### config.mk
export PLATFORM = sky130hd
export DESIGN_NAME = i2s_out_serializer
export DESIGN_NICKNAME = d
export VERILOG_FILES = /design/src/rtl/i2s_out_serializer.sv
export SDC_FILE = /design/constraint.sdc
export NUM_CORES = 1
export LEC_CHECK = 0
export CORE_MARGIN = 8
export CORE_UTILIZATION = 60
export CTS_BUF_LIST = sky130_fd_sc_hd__clkbuf_4
export CTS_CLUSTER_SIZE = 24
export DETAILED_ROUTE_END_ITERATION = 8
export GPL_ROUTABILITY_DRIVEN = 0
export PLACE_DENSITY = 0.82
export SETUP_SLACK_MARGIN = 0.1
export SYNTH_ARGS = -nofsm -noshare
export SYNTH_HDL_FRONTEND = slang
export SYNTH_SLANG_ARGS = --single-unit
export TNS_END_PERCENT = 1
### constraint.sdc
create_clock -name sCLK_XVXENVS -period 6.44 [get_ports sCLK_XVXENVS]
set_input_delay 1.61 -clock sCLK_XVXENVS [delete_from_list [all_inputs] [get_ports sCLK_XVXENVS]]
set_output_delay 1.61 -clock sCLK_XVXENVS [all_outputs]
set_load 0.02 [all_outputs]
### src/rtl/i2s_out_serializer.sv
// Stereo I2S (Philips) output stage: buffers mixer sample pairs in a small FIFO and
// serializes one pair per frame. Define I2S_UNDERRUN_HOLD_EN to repeat the last pair on underrun.
module i2s_out_serializer #(
    parameter int AUD_BIT_DEPTH = 24,
    parameter int SLOT_BITS     = 32,
    parameter int BCLK_DIV      = 4,
    parameter int FIFO_DEPTH    = 4
) (
    input  logic                             sCLK_XVXENVS,
    input  logic                             reset_data,
    input  logic                             sample_valid,
    input  logic [AUD_BIT_DEPTH-1:0]         lsound_in,
    input  logic [AUD_BIT_DEPTH-1:0]         rsound_in,
    input  logic                             i2s_en,
    input  logic                             clr_flags,
    output logic                             bclk,
    output logic                             lrck,
    output logic                             sdata,
    output logic [$clog2(FIFO_DEPTH):0]      fifo_level,
    output logic                             overflow,
    output logic                             underrun
);

    localparam int PTR_W  = $clog2(FIFO_DEPTH);
    localparam int LVL_W  = PTR_W + 1;
    localparam int BC_W   = $clog2(2 * SLOT_BITS);
    localparam int DIV_W  = (BCLK_DIV > 1) ? $clog2(BCLK_DIV) : 1;
    localparam int PAIR_W = 2 * AUD_BIT_DEPTH;

    localparam logic [BC_W-1:0]  BC_LAST  = BC_W'(2 * SLOT_BITS - 1);
    localparam logic [BC_W-1:0]  BC_SLOT  = BC_W'(SLOT_BITS);
    localparam logic [DIV_W-1:0] DIV_LAST = DIV_W'(BCLK_DIV - 1);
    localparam logic [LVL_W-1:0] LVL_FULL = LVL_W'(FIFO_DEPTH);

    typedef enum logic [1:0] {ST_IDLE, ST_RUN, ST_DRAIN} state_t;

    state_t                   state_q, state_d;
    logic [PAIR_W-1:0]        mem_q [FIFO_DEPTH];
    logic [PTR_W-1:0]         wr_ptr_q, wr_ptr_d, rd_ptr_q, rd_ptr_d;
    logic [LVL_W-1:0]         level_q, level_d;
    logic [AUD_BIT_DEPTH-1:0] lhold_q, lhold_d, rhold_q, rhold_d;
    logic [BC_W-1:0]          bitcnt_q, bitcnt_d, bitcnt_nx;
    logic [DIV_W-1:0]         div_q, div_d;
    logic                     bclk_q, bclk_d, lrck_q, lrck_d, sdata_q, sdata_d;
    logic                     ovf_q, ovf_d, udr_q, udr_d;
    logic                     frame_start, pop, push, fifo_empty, tick, fall, wrap;

    // Slot position 0 carries the one-bit I2S delay; the sample follows MSB first, then zero padding.
    function automatic logic slot_bit(input logic [BC_W-1:0] bc,
                                      input logic [AUD_BIT_DEPTH-1:0] l,
                                      input logic [AUD_BIT_DEPTH-1:0] r);
        logic [AUD_BIT_DEPTH-1:0] smp;
        int p;
        logic b;
        b   = 1'b0;
        smp = (bc >= BC_SLOT) ? r : l;
        p   = (bc >= BC_SLOT) ? (int'(bc) - SLOT_BITS) : int'(bc);
        for (int i = 0; i < AUD_BIT_DEPTH; i++) begin
            if (p >= 1 && i == AUD_BIT_DEPTH - p) b = smp[i];
        end
        return b;
    endfunction

    always_comb begin
        state_d     = state_q;
        bitcnt_d    = bitcnt_q;
        div_d       = div_q;
        bclk_d      = bclk_q;
        lrck_d      = lrck_q;
        sdata_d     = sdata_q;
        frame_start = 1'b0;
        tick        = (state_q != ST_IDLE) && (div_q == DIV_LAST);
        fall        = tick && bclk_q;
        wrap        = fall && (bitcnt_q == BC_LAST);
        bitcnt_nx   = wrap ? '0 : bitcnt_q + 1'b1;

        case (state_q)
            ST_IDLE: begin
                bclk_d   = 1'b0;
                lrck_d   = 1'b0;
                sdata_d  = 1'b0;
                div_d    = '0;
                bitcnt_d = '0;
                if (i2s_en) begin
                    state_d     = ST_RUN;
                    frame_start = 1'b1;
                end
            end
            default: begin
                div_d = tick ? '0 : div_q + 1'b1;
                if (tick) bclk_d = ~bclk_q;
                if (fall) begin
                    bitcnt_d = bitcnt_nx;
                    lrck_d   = (bitcnt_nx >= BC_SLOT);
                    sdata_d  = slot_bit(bitcnt_nx, lhold_q, rhold_q);
                end
                if (state_q == ST_RUN) begin
                    if (wrap) frame_start = 1'b1;
                    if (!i2s_en) state_d = ST_DRAIN;
                end else if (i2s_en) begin
                    // Re-enabled while draining: keep the running frame, no restart.
                    state_d = ST_RUN;
                    if (wrap) frame_start = 1'b1;
                end else if (wrap) begin
                    state_d  = ST_IDLE;
                    bclk_d   = 1'b0;
                    lrck_d   = 1'b0;
                    sdata_d  = 1'b0;
                    div_d    = '0;
                    bitcnt_d = '0;
                end
            end
        endcase
    end

    always_comb begin
        fifo_empty = (level_q == '0);
        pop        = frame_start && !fifo_empty;
        // A pop in the same cycle frees a slot, so a full FIFO still accepts the push.
        push       = sample_valid && ((level_q != LVL_FULL) || pop);
        wr_ptr_d   = push ? wr_ptr_q + 1'b1 : wr_ptr_q;
        rd_ptr_d   = pop ? rd_ptr_q + 1'b1 : rd_ptr_q;
        level_d    = level_q;
        if (push && !pop) level_d = level_q + 1'b1;
        else if (pop && !push) level_d = level_q - 1'b1;

        lhold_d = lhold_q;
        rhold_d = rhold_q;
        if (pop) begin
            {lhold_d, rhold_d} = mem_q[rd_ptr_q];
        end else if (frame_start) begin
`ifdef I2S_UNDERRUN_HOLD_EN
            lhold_d = lhold_q;
            rhold_d = rhold_q;
`else
            lhold_d = '0;
            rhold_d = '0;
`endif
        end

        ovf_d = (ovf_q && !clr_flags) || (sample_valid && !push);
        udr_d = (udr_q && !clr_flags) || (frame_start && fifo_empty);
    end

    always_ff @(posedge sCLK_XVXENVS) begin
        if (push) mem_q[wr_ptr_q] <= {lsound_in, rsound_in};
    end

    always_ff @(posedge sCLK_XVXENVS or posedge reset_data) begin
        if (reset_data) begin
            state_q  <= ST_IDLE;
            wr_ptr_q <= '0;
            rd_ptr_q <= '0;
            level_q  <= '0;
            lhold_q  <= '0;
            rhold_q  <= '0;
            bitcnt_q <= '0;
            div_q    <= '0;
            bclk_q   <= 1'b0;
            lrck_q   <= 1'b0;
            sdata_q  <= 1'b0;
            ovf_q    <= 1'b0;
            udr_q    <= 1'b0;
        end else begin
            state_q  <= state_d;
            wr_ptr_q <= wr_ptr_d;
            rd_ptr_q <= rd_ptr_d;
            level_q  <= level_d;
            lhold_q  <= lhold_d;
            rhold_q  <= rhold_d;
            bitcnt_q <= bitcnt_d;
            div_q    <= div_d;
            bclk_q   <= bclk_d;
            lrck_q   <= lrck_d;
            sdata_q  <= sdata_d;
            ovf_q    <= ovf_d;
            udr_q    <= udr_d;
        end
    end

    assign bclk       = bclk_q;
    assign lrck       = lrck_q;
    assign sdata      = sdata_q;
    assign fifo_level = level_q;
    assign overflow   = ovf_q;
    assign underrun   = udr_q;

endmodule

==> reports/qor.yml <==
status:
  status: "completed"
synthesis:
  synth_common_cells: "192 x edfxtp_1, 127 x nand2_1, 70 x dfrtp_1, 64 x o21ai_0, 48 x mux4_2"
  ys_ff_latch: 262
  yosysWarnings: 0
  synth.distinct_cells: 77
  syn_inst: 766
  synth_compound_area_share_pct: 8.14
  synth-edff-count: 192
  syn_area_sq_um: 11300
  synthMuxAreaShare_pct: 10.7
  avgSynthCellArea_sq_um: 14.7
  post-synth-top-count-cell: "edfxtp_1"
  synth_top_area_share_pct: 51.1
  synth_area_leader_cell: "edfxtp_1"
  synth-simple-area-share_pct: 8.38
  async_reset_ff_share_pct: 26.7
  synth_xor_area_share_pct: 1.05
  synth_adder_area_share_pct: 2.39
  synth_top_family_by_area: "multiplexers"
  synth-main-ff-cell: "edfxtp_1"
  synth.area.top_cells: "edfxtp_1 51%, dfrtp_1 16%, mux4_2 9.6%"
  yosysSeqAreaShare_pct: 66.6
global_routing:
  grt_usage_pct: 20.3
  grt_pass1_wl_um: 37800
  grt_max_degree: 100
  grt-ovfl-total: 0
  grt_pass1_vias: 7219
  grt_antenna_before_repair: 2
sta:
  finClkSkew_ns: 0.0563
  grt_setup_unrepaired: "no"
  slew_headroom_pct: 28.5
  hold_viol: 0
  max_freq_mhz: 227
  worst-slew-pin-transition_ns: 1.04
  setup_violations: 0
  fin_crit_sh_pct: 68.3
  maxSlewViolCount: 0
  finalHoldWorstSlack_ns: 0.444
  tns_ns: 0
  period_minus_slack_ns: 4.40
  fin_ws_ns: 2.04
power:
  swShare_pct: 31.2
  pwr-share-comb_pct: 26.7
  switching_power_mw: 1.64
  p_int_mw: 3.62
  p_seq_share_pct: 47.0
  power_density_nw_per_um2: 406
  p_leak_nw: 4.84
  finalPower_mw: 5.26
  peakVddDrop_mv: 0.293
  clkPwrFrac_pct: 26.3
finish:
  drive_above_1_share_pct: 22.3
  syn_to_final_growth_pct: 14.7
  nNetsFinal: 936
  post-route-util_pct: 69.6
detailed_routing:
  routed_via_density: 5.89
  wl_per_cell_um: 20.1
  vias: 6790
  first_pass_iters: 6
  drt_iter0_markers: 732
  antenna_left: 0
  routed_wl_um: 23100
  drc: 0
placement:
  place_ws_ns: 1.98
  hpwl_um: 15000
  portBuffers: 60
die:
  initial_core_util_pct: 60.7
  die_area_sq_um: 23500
  rows: 50
  die_y_um: 153
  ios: 61
  fp.dieW_um: 153
  core_area_sq_um: 18600
setup_path:
  start_kind: "register"
  required_ns: 6.77
  cp_top_family: "simple AND/OR/NAND/NOR gates"
  path_buf_inv: 1
  crit_slowest_cell: "and2_2"
  crit_top_cell: "ha_1"
  crit_type: "reg -> reg"
  cp_cell_sequence: "ha_1, nor2b_1, ha_1, and4_1, nand2_2, nor3b_1, a21oi_4, a31oi_1, and2_2, buf_4"
  cp.arrival_ns: 4.72
  crit_fanout: 32
  critical_path.max_stage_delay_ns: 0.88
  end_kind: "register"
clock_tree:
  holdBufCountCts: 0
  tritoncts: "built"
  htree_num_levels: 3
  cts_resized: 0
  cts_buffer_depth: 3
  cts_setup_buffers: 0
  cts.sinks: 262
  clockRootBuffer: "clkbuf_4"
  cts_buffers: 66
  insertion_delay_ns: 0.68
  cts.clk_slew.worst_paths_ns: 0.06
worst_hold_path:
  holdCritPathClass: "reg -> reg"
flow_run:
  drv_cap: 0
-- power groups by stage --
| stage | Sequential (mW) | Clock (mW) | Combinational [mW] |
|---|---|---|---|
| 2_1_floorplan | 2.45 | 0 | 1.01 |
| 5_1_grt | 2.51 | 1.50 | 1.55 |
| 3_3_place_gp | 2.47 | 0 | 1.38 |
| 4_1_cts | 2.47 | 1.42 | 1.43 |
| 6_report | 2.47 | 1.38 | 1.40 |
| 3_5_place_dp | 2.50 | 0 | 1.42 |
-- flip-flops by register name (all words and copies together), names as in the netlist, 2 cells and up --
| name | flops |
|---|---|
| state_q | 2 |
| mem_q | 192 |
| rhold_q | 24 |
| rd_ptr_q | 2 |
| lhold_q | 24 |
| wr_ptr_q | 2 |
| div_q | 2 |
| bitcnt_q | 6 |
| fifo_level | 3 |
-- layout make-up --
cell class                 instances  area, sq um
sequential                       262         7520
clock inverter                    21          106
antenna                            2         5.00
clock buffer                     101          758
multi-input combinational        440         3500
timing repair buffer              70          676
tap                              234          293
inverter                          22         82.6
fill                            1196         5640
-- path summary, 6_finish.rpt --
path | to | cells past startpoint | slack [ns] | start
worst max-delay path | mem_q[2][39]$_DFFE_PP_ | 10 | 2.04 | div_q[0]$_DFF_PP0_
worst min-delay path | div_q[0]$_DFF_PP0_ | 1 | 0.44 | div_q[0]$_DFF_PP0_
worst max register to register | mem_q[2][39]$_DFFE_PP_ | 10 | 2.04 | div_q[0]$_DFF_PP0_
worst min register to register | div_q[0]$_DFF_PP0_ | 1 | 0.44 | div_q[0]$_DFF_PP0_
max in group asynchronous | rd_ptr_q[0]$_DFFE_PP0P_ | 3 | 4.27 | reset_data
min in group asynchronous | lhold_q[1]$_DFFE_PP0P_ | 3 | 1.55 | reset_data
-- through the flow --
step	std cells	instance area, sq um
6_report	1152	12900
5_1_grt	1152	12900
4_1_cts	1150	12900
3_5_place_dp	1028	12100
3_3_place_gp	1028	12100
2_1_floorplan	771	11300
-- cells in the final DEF, fill, tap and decap left out, types with 4 or more instances in the layout --
master,synthesis,layout
a211oi_1,6,6
a21oi_1,14,13
a31oi_1,4,4
and2_2,0,4
buf_4,4,10
clkbuf_4,0,101
clkdlybuf4s50_1,0,60
clkinv_1,0,12
conb_1,1,6
dfrtp_1,70,68
edfxtp_1,192,192
ha_1,20,20
inv_1,21,20
inv_2,1,4
mux2i_1,9,9
mux4_2,48,48
nand2_1,127,127
nand2b_1,4,4
nand3_1,5,5
nand4_1,4,4
nor2_1,21,21
o2111ai_1,4,4
o211ai_1,12,12
o21ai_0,64,64
o21ai_1,6,6
or3_1,4,4
xnor2_1,5,5
-- logic make-up after synthesis --
kind of cell	after synthesis
AO/OA/AOI/OAI	143
XOR/XNOR	11
adder cells (fa/ha/maj)	21
buffers and inverters	69
flip-flops	262
multiplexers	60
other	1
AND/OR/NAND/NOR	199
-- metal layers --
layer	vias to the layer above	routed length [um]	track usage, %
li1	3127	-	-
met1	3314	9340	25.6
met2	285	11500	33.3
met3	64	1480	4.68
met4	0	772	9.19
met5	-	0	0
(Power assumes the default switching activity.)
